## src/rtl/dmac_evt_pkg.sv

```systemverilog
// Shared constants and types for the DMA termination event buffer.
package dmac_evt_pkg;

  localparam int NB_CORES_DEF  = 8;
  localparam int CNT_WIDTH_DEF = 4;

  typedef logic [CNT_WIDTH_DEF-1:0] cnt_t;

  localparam cnt_t CNT_MAX = '1;

  // Target indices that follow the per-core targets.
  localparam int TGT_CL = NB_CORES_DEF;
  localparam int TGT_FC = NB_CORES_DEF + 1;

endpackage

```

## src/rtl/dmac_evt_counter.sv

```systemverilog
// One target's pending-event counter: saturating increment, valid/ready
// decrement and a sticky overflow flag.
module dmac_evt_counter
  import dmac_evt_pkg::*;
#(
  parameter int CNT_WIDTH = CNT_WIDTH_DEF
) (
  input  logic                 clk_i,
  input  logic                 rst_i,
  input  logic                 inc_i,
  input  logic                 ready_i,
  input  logic                 ovf_clr_i,
  output logic                 valid_o,
  output logic [CNT_WIDTH-1:0] cnt_o,
  output logic                 ovf_o
);

  localparam logic [CNT_WIDTH-1:0] MAX_VAL = '1;

  logic [CNT_WIDTH-1:0] cnt_q;
  logic                 ovf_q;
  logic                 dec;
  logic                 at_max;
  logic                 ovf_set;

  // Handshake: valid is high whenever the counter is non-zero; one event is
  // consumed on every cycle with valid & ready; ready with valid low is ignored.
  assign valid_o = (cnt_q != '0);
  assign dec     = valid_o & ready_i;
  assign at_max  = (cnt_q == MAX_VAL);
  assign ovf_set = inc_i & ~dec & at_max;

  always_ff @(posedge clk_i or posedge rst_i) begin
    if (rst_i) begin
      cnt_q <= '0;
      ovf_q <= 1'b0;
    end else begin
      if (inc_i && !dec && !at_max) begin
        cnt_q <= cnt_q + CNT_WIDTH'(1);
      end else if (!inc_i && dec) begin
        cnt_q <= cnt_q - CNT_WIDTH'(1);
      end
      // A fresh overflow takes priority over a clear in the same cycle.
      ovf_q <= ovf_set | (ovf_q & ~ovf_clr_i);
    end
  end

  assign cnt_o = cnt_q;
  assign ovf_o = ovf_q;

endmodule

```

## src/rtl/dmac_term_evt_buffer.sv

```systemverilog
// Buffers DMA termination pulses into per-target pending counters, registers
// the termination irqs and produces a registered cluster DMA idle flag.
module dmac_term_evt_buffer
  import dmac_evt_pkg::*;
#(
  parameter int NB_CORES   = NB_CORES_DEF,
  parameter int NB_TARGETS = NB_CORES + 2,
  parameter int CNT_WIDTH  = CNT_WIDTH_DEF
) (
  input  logic                            clk_i,
  input  logic                            rst_i,
  input  logic [NB_TARGETS-1:0]           term_evt_i,
  input  logic [NB_TARGETS-1:0]           term_irq_i,
  input  logic                            dma_busy_i,
  output logic [NB_TARGETS-1:0]           evt_valid_o,
  input  logic [NB_TARGETS-1:0]           evt_ready_i,
  output logic [NB_TARGETS-1:0]           irq_o,
  output logic [NB_TARGETS*CNT_WIDTH-1:0] pending_o,
  output logic [NB_TARGETS-1:0]           ovf_o,
  input  logic [NB_TARGETS-1:0]           ovf_clr_i,
  output logic                            idle_o
);

  logic [NB_TARGETS-1:0] irq_q;
  logic                  idle_q;

  for (genvar i = 0; i < NB_TARGETS; i++) begin : g_tgt
    dmac_evt_counter #(
      .CNT_WIDTH(CNT_WIDTH)
    ) u_cnt (
      .clk_i     (clk_i),
      .rst_i     (rst_i),
      .inc_i     (term_evt_i[i]),
      .ready_i   (evt_ready_i[i]),
      .ovf_clr_i (ovf_clr_i[i]),
      .valid_o   (evt_valid_o[i]),
      .cnt_o     (pending_o[i*CNT_WIDTH +: CNT_WIDTH]),
      .ovf_o     (ovf_o[i])
    );
  end

  // Idle looks at the counter registers, not at this cycle's incoming pulses.
  always_ff @(posedge clk_i or posedge rst_i) begin
    if (rst_i) begin
      irq_q  <= '0;
      idle_q <= 1'b1;
    end else begin
      irq_q  <= term_irq_i;
      idle_q <= ~dma_busy_i & ~(|evt_valid_o);
    end
  end

  assign irq_o  = irq_q;
  assign idle_o = idle_q;

endmodule

```

## config.mk

```make
export PLATFORM = sky130hd
export DESIGN_NAME = dmac_term_evt_buffer
export DESIGN_NICKNAME = d
export VERILOG_FILES = /design/src/rtl/dmac_evt_pkg.sv /design/src/rtl/dmac_evt_counter.sv /design/src/rtl/dmac_term_evt_buffer.sv
export SDC_FILE = /design/constraint.sdc
export NUM_CORES = 1
export LEC_CHECK = 0
export CORE_ASPECT_RATIO = 0.75
export CORE_MARGIN = 2
export CORE_UTILIZATION = 45
export CTS_CLUSTER_SIZE = 10
export DETAILED_ROUTE_END_ITERATION = 6
export GPL_TIMING_DRIVEN = 0
export PLACE_DENSITY_LB_ADDON = 0.08
export SLEW_MARGIN = 25
export SYNTH_ARGS = -nofsm -noshare
export SYNTH_HDL_FRONTEND = slang
export SYNTH_SLANG_ARGS = --single-unit
```

## constraint.sdc

```tcl
create_clock -name clk_i -period 3.2 [get_ports clk_i]
set_input_delay 0.96 -clock clk_i [delete_from_list [all_inputs] [get_ports clk_i]]
set_output_delay 0.96 -clock clk_i [all_outputs]
set_load 0.02 [all_outputs]
```

==> run metrics, run 1 <==
first-pass GRT wire length=13.0 mm; Syn Inst Count=between 300 and 400; Layout area overhead=41.4%; core box area=7780 um^2; DRT Pass-1 Iters=4; GRT Total Usage=between 10% and 20%; Leakage=between 0.002 and 0.0025 uW; WL final=between 7 and 8 mm; Initial Util=between 40% and 50%; hold crit path type=flip-flop to flip-flop; Post-synth EDFFs=0; Via density=5.02; Worst R2R Start=g_tgt[6].u_cnt.cnt_o[0]; CP startpoint=g_tgt[6].u_cnt.cnt_o[0]; final cycle utilization of the critical path=around 95%; count leader, synth=dfrtp_1; synthesized net count=384; CP max FO=7; Hold Crit Start=g_tgt[9].u_cnt.ovf_o; register bit total from synthesis=61; # setup viols final=0; Setup CP Type=flip-flop to output pin; Post-Syn Area=3550 um^2; mux cell area share after synthesis=under 10%; PortBufs=around 110; status=finished, final reports clean; count of different cell masters after synthesis=35; Die X-Extent=between 100 and 150 um; detailed placement HPWL=around 5.7 mm; I/O pin count=114; ys async rst share=100%; post-layout util=about 65%; Worst Tran Pin Value=approximately 0.63 ns; clk slew on worst S/H paths=~0.070 ns; main area contributors after synthesis=dfrtp_1 (42%), ha_1 (7.0%), fa_1 (5.6%); final hold vios=0; Startpoint Class=flip-flop; layout cell share with drive strength beyond 1=15.0%; H-tree depth=3; gpl congestion=0.795; residual DRC count=0; worst vdd ir=roughly 0.48 mV; Synth top cells by count=dfrtp_1 (60), inv_1 (21), buf_4 (20), ha_1 (20), xnor2_1 (20); area share of the largest cell type after synthesis=between 40% and 50%; Die H=roughly 81 um; worst path required time=2.24 ns; max-slew violation count=0; Avg Inst Size Synth=11.4 um^2; GR Layer Usage met3=under 10%; clock buffer depth=2; MaxCap Viol Count=0; slowest CP cell=clkdlybuf4s50_1; RSZ-0062 raised after global routing=no; 1st-iter DRT viols=53; met1 usage=26.3%; Clock Latency Late Sink=0.34 ns; Sink Count=~60; routed length per placed instance=roughly 14 um; Final min period=3.04 ns; vias in the first global route=~2700; ys flop type=dfrtp_1; crit-path cells=nor4_2 -> inv_1 -> buf_4 -> clkdlybuf4s50_1; met2 Use GR=a little under 30%; via count=about 2700; largest family of logic cells by synthesized area=simple AND/OR/NAND/NOR gates; GRT Residual Overflow=0; Simple-Gate Fraction of Synth Area=about 13%; initial antenna violation count=0; Hold Path Stages=2; Post-CTS Setup Bufs=0; post-synthesis xor/xnor area fraction=between 7 and 8%; Pwr Total=just under 5000 uW; die area=around 8600 um^2; root buffer cell=clkbuf_8; GR peak layer=met2; Synthesis Warnings=0; Net count, final=around 510; Reg2Reg Depth=7; top cell type by total area after synthesis=dfrtp_1; Arr. time, crit path=roughly 2.1 ns; compound-cell area share of the yosys netlist=between 10 and 15%; CTS buffer count=9; CP peak stage delay=between 0.5 and 0.6 ns; antenna cells=0; cell row count=28; area share of fa/ha/maj cells after synthesis=roughly an eighth; Clock Skew=~0.010 ns; max frequency=between 0.3 and 0.4 GHz; Final ANT Viol Nets=0; TritonCTS clock tree=done; PwrDens=956 nW/um^2; post-synthesis sequential area ratio=between 40% and 50%; Slew headroom=between 50% and 60%; Worst Setup End Kind=output pin; largest net degree at the start of global routing=37
==> metrics by stage <==
stage	hold WS (ns)	cell area, um^2	setup TNS [ns]	setup WS (ns)	instances
3_5_place_dp	0.527	4840	-0.0498	-0.0498	530
2_1_floorplan	0.500	3550	0	0.663	311
4_1_cts	0.541	5020	0	0.100	546
5_1_grt	0.565	5030	0	0.0452	546
6_report	0.536	5030	0	0.163	546
3_3_place_gp	0.524	4820	-28.05	-0.471	529
==> critical path: cells and delay by family (launching register included) <==
kind / cells / cell delay, ns
flops: 1 / 0.49
simple gates: 1 / 0.51
buf+inv: 3 / 0.75
==> sequential cells by signal (all words and copies together), names as in the netlist <==
register / flops
irq_o: 10
g_tgt.u_cnt.cnt_o: 40
g_tgt.u_cnt.ovf_o: 10
idle_o: 1
==> area by class of cell <==
cell class,count,area (um^2)
clock inverter,4,22.5
inverter,23,88.8
clock buffer,12,155
sequential,61,1530
buffer,20,150
fill,649,2750
timing repair buffer,114,1150
tap,105,131
multi-input combinational,207,1800
==> repair_timing <==
| action | CTS | global route |
|---|---|---|
| setup endpoints to repair | 0 | 1 |
| resized for setup | 0 | 1 |
| hold buffers | 0 | 0 |
| hold endpoints to repair | 0 | 0 |
==> routing by layer <==
metal	part of all wire, %	vias to the layer above
met3	4.3	4
met4	0.69	0
met2	47	61
met1	48	1325
li1	-	1350
met5	0	-
==> final timing paths <==
kind,end,slack [ns]
max in group asynchronous,idle_o,1.68
worst min-delay path,g_tgt[9].u_cnt.ovf_o,0.54
worst min register to register,g_tgt[9].u_cnt.ovf_o,0.54
min in group asynchronous,g_tgt[4].u_cnt.cnt_o[1],0.95
worst max register to register,g_tgt[6].u_cnt.cnt_o[3],0.78
worst max-delay path,evt_valid_o[6],0.16
==> placed cells by master (no fill, tap or decap), types with 10 or more instances in the layout <==
master	Yosys	layout
clkbuf_8	0	11
clkdlybuf4s50_1	0	113
xor2_1	10	10
xnor2_1	20	20
nand3_1	15	15
o21ai_0	14	14
mux2i_1	10	10
nand2_1	10	10
buf_4	20	20
ha_1	20	20
a21oi_1	10	10
a41oi_1	10	10
fa_1	10	10
inv_1	21	20
dfrtp_1	60	60
==> report_power, final <==
group / switching [uW] / internal, uW / leakage (uW) / total [uW]
logic: 1150 / 1380 / 0.00125 / 2530
clock network: 300 / 320 / 0.0000921 / 619
registers: 590 / 1060 / 0.000739 / 1650
==> logic make-up after synthesis <==
family	Yosys count
AOI/OAI and AO/OA	60
buffers and inverters	43
muxes	20
xor gates and xnor gates	30
DFF	61
and+or+nand+nor	67
adders and majority gates	30
(Power assumes the default switching activity.)
==> run 2, diff against run 1 <==
- SKIP_CTS_REPAIR_TIMING: default -> 1
==> results of run 2 <==
No change in the layout: final DEF, timing and power equal those of run 1.
==> run 3, diff against run 2 <==
- PLACE_DENSITY: default -> 0.78
- PLACE_DENSITY_LB_ADDON: 0.08 -> default
==> run 3 against run 2 <==
Sequential share of layout area did not move; count of clock-buffer cells in the layout rose by 1; final cell count stayed put; via count increased by 1.1%; first-iteration DRC count rose by 72%; clock skew fell by 0.00076 ns; design area unchanged; combinational power is essentially flat; critical endpoint unchanged; wire length rose by 0.70%; register-to-register slack lost 0.04 ns.
==> run metrics, run 3 (synthesized netlist as in run 1, its figures left out) <==
die area=~8600 um^2; gpl congestion=0.828; WL final=slightly below 8 mm; max-slew violation count=0; RSZ-0062 raised after global routing=no; worst vdd ir=between 0.4 and 0.5 mV; Arr. time, crit path=between 2 and 2.5 ns; Sink Count=61; CTS buffer count=9; GRT Total Usage=around a fifth; CP max FO=7; Layout area overhead=41.4%; Startpoint Class=flip-flop; 1st-iter DRT viols=91; hold crit path type=flip-flop to flip-flop; layout cell share with drive strength beyond 1=between 10 and 15%; Reg2Reg Depth=7; Leakage=roughly 0.0021 uW; Via density=5.08; residual DRC count=0; # setup viols final=0; placed inst area=a little under 5000 um^2; commonest non-fill, non-tap cells in the layout=clkdlybuf4s50_1 (113), dfrtp_1 (60); antenna cells=0; PwrDens=between 900 and 1000 nW/um^2; Clock Latency Late Sink=0.33 ns; Slew headroom=between 50% and 60%; root buffer cell=clkbuf_8; routed length per placed instance=between 10 and 15 um; Die H=81.0 um; TritonCTS clock tree=done; Worst R2R Start=g_tgt[6].u_cnt.cnt_o[0]; via count=around 2800; Clock Skew=~0.0096 ns; Worst Setup EP=evt_valid_o[6]; vias in the first global route=roughly 2700; Final min period=around 3.1 ns; worst path required time=between 2 and 2.5 ns; CP startpoint=g_tgt[6].u_cnt.cnt_o[0]; Hold Path Stages=2; Worst Setup End Kind=output pin; Largest register FFs=40; initial antenna violation count=0; status=finished, final reports clean; Net count, final=slightly above 500; reg2reg setup slack=0.74 ns; cell row count=28; Worst Tran Pin Value=0.673 ns; commonest non-fill, non-tap cell in the layout=clkdlybuf4s50_1; RR Endpoint=g_tgt[6].u_cnt.cnt_o[3]; Filler cells=650; detailed placement HPWL=5.97 mm; H-tree depth=3; Final ANT Viol Nets=0; GRT Residual Overflow=0; PortBufs=~110; MaxCap Viol Count=0; Setup CP Type=flip-flop to output pin; core box area=a little under 8000 um^2; Initial Util=between 40% and 50%; clk slew on worst S/H paths=0.07 ns; final instance area=about 5000 um^2; first-pass GRT wire length=approximately 13 mm; max frequency=0.327 GHz; largest net degree at the start of global routing=52; Die X-Extent=107 um; final cycle utilization of the critical path=95.6%; final hold vios=0; DRT Pass-1 Iters=4; clock buffer depth=2; I/O pin count=between 100 and 150; Sum Neg Setup Slack=0 ns
[run 3: cell types whose count changed in the layout (fill, tap and decap cells not counted)]
cell	previous run	this run
buf_12	1	0
clkinv_2	3	1
nor4_2	8	9
clkinvlp_4	1	2
clkbuf_1	1	2
buf_16	0	1
nor4_4	2	1
[run 3: worst min-delay path by stage]
stage | startpoint | to | slack (ns)
after floorplan | g_tgt[0].u_cnt.ovf_o | g_tgt[0].u_cnt.ovf_o | 0.50
after global placement | g_tgt[5].u_cnt.ovf_o | g_tgt[5].u_cnt.ovf_o | 0.52
after detailed placement | g_tgt[9].u_cnt.ovf_o | g_tgt[9].u_cnt.ovf_o | 0.53
after CTS | g_tgt[9].u_cnt.ovf_o | g_tgt[9].u_cnt.ovf_o | 0.54
after global routing | g_tgt[9].u_cnt.ovf_o | g_tgt[9].u_cnt.ovf_o | 0.55
final | g_tgt[9].u_cnt.ovf_o | g_tgt[9].u_cnt.ovf_o | 0.54
[run 3: critical path, cell delays in order (launching register included)]
cell             delay [ns]
dfrtp_1                0.48
nor4_2                 0.54
inv_1                  0.08
buf_4                  0.14
clkdlybuf4s50_1        0.52
[run 3: area by class of cell]
type | count | area, um^2 | area share [%]
clock inverter | 3 | 20.0 | 0.398
inverter | 23 | 88.8 | 1.77
clock buffer | 13 | 159 | 3.16
timing repair buffer | 114 | 1160 | 23.1
sequential | 61 | 1530 | 30.4
tap | 105 | 131 | 2.61
buffer | 20 | 150 | 2.99
multi-input combinational | 207 | 1790 | 35.6
[run 3: stage by stage]
stage          setup slack (ns)  hold slack (ns)  std cells  power (uW)  util (%)
3_5_place_dp             -0.105            0.529        530        4200      62.3
2_1_floorplan             0.663            0.500        311        3180         -
3_3_place_gp             -0.403            0.520        529        4100      61.9
4_1_cts                   0.128            0.540        546        4850      64.6
6_report                  0.142            0.536        546        4800      64.6
5_1_grt                  0.0440            0.553        546        5180      64.6
[run 3: metal layers]
metal  up-vias  track usage, %  wire [um]
met5         -               0          0
met4         0            3.51         26
met3         5            6.02        462
met2        74            30.5       3620
met1      1331            25.4       3670
li1       1361               -          -
[run 3: where the power goes]
group | internal [uW] | switching [uW]
clock | 323 | 297
sequential | 1060 | 575
combinational | 1390 | 1150
total | 2770 | 2030
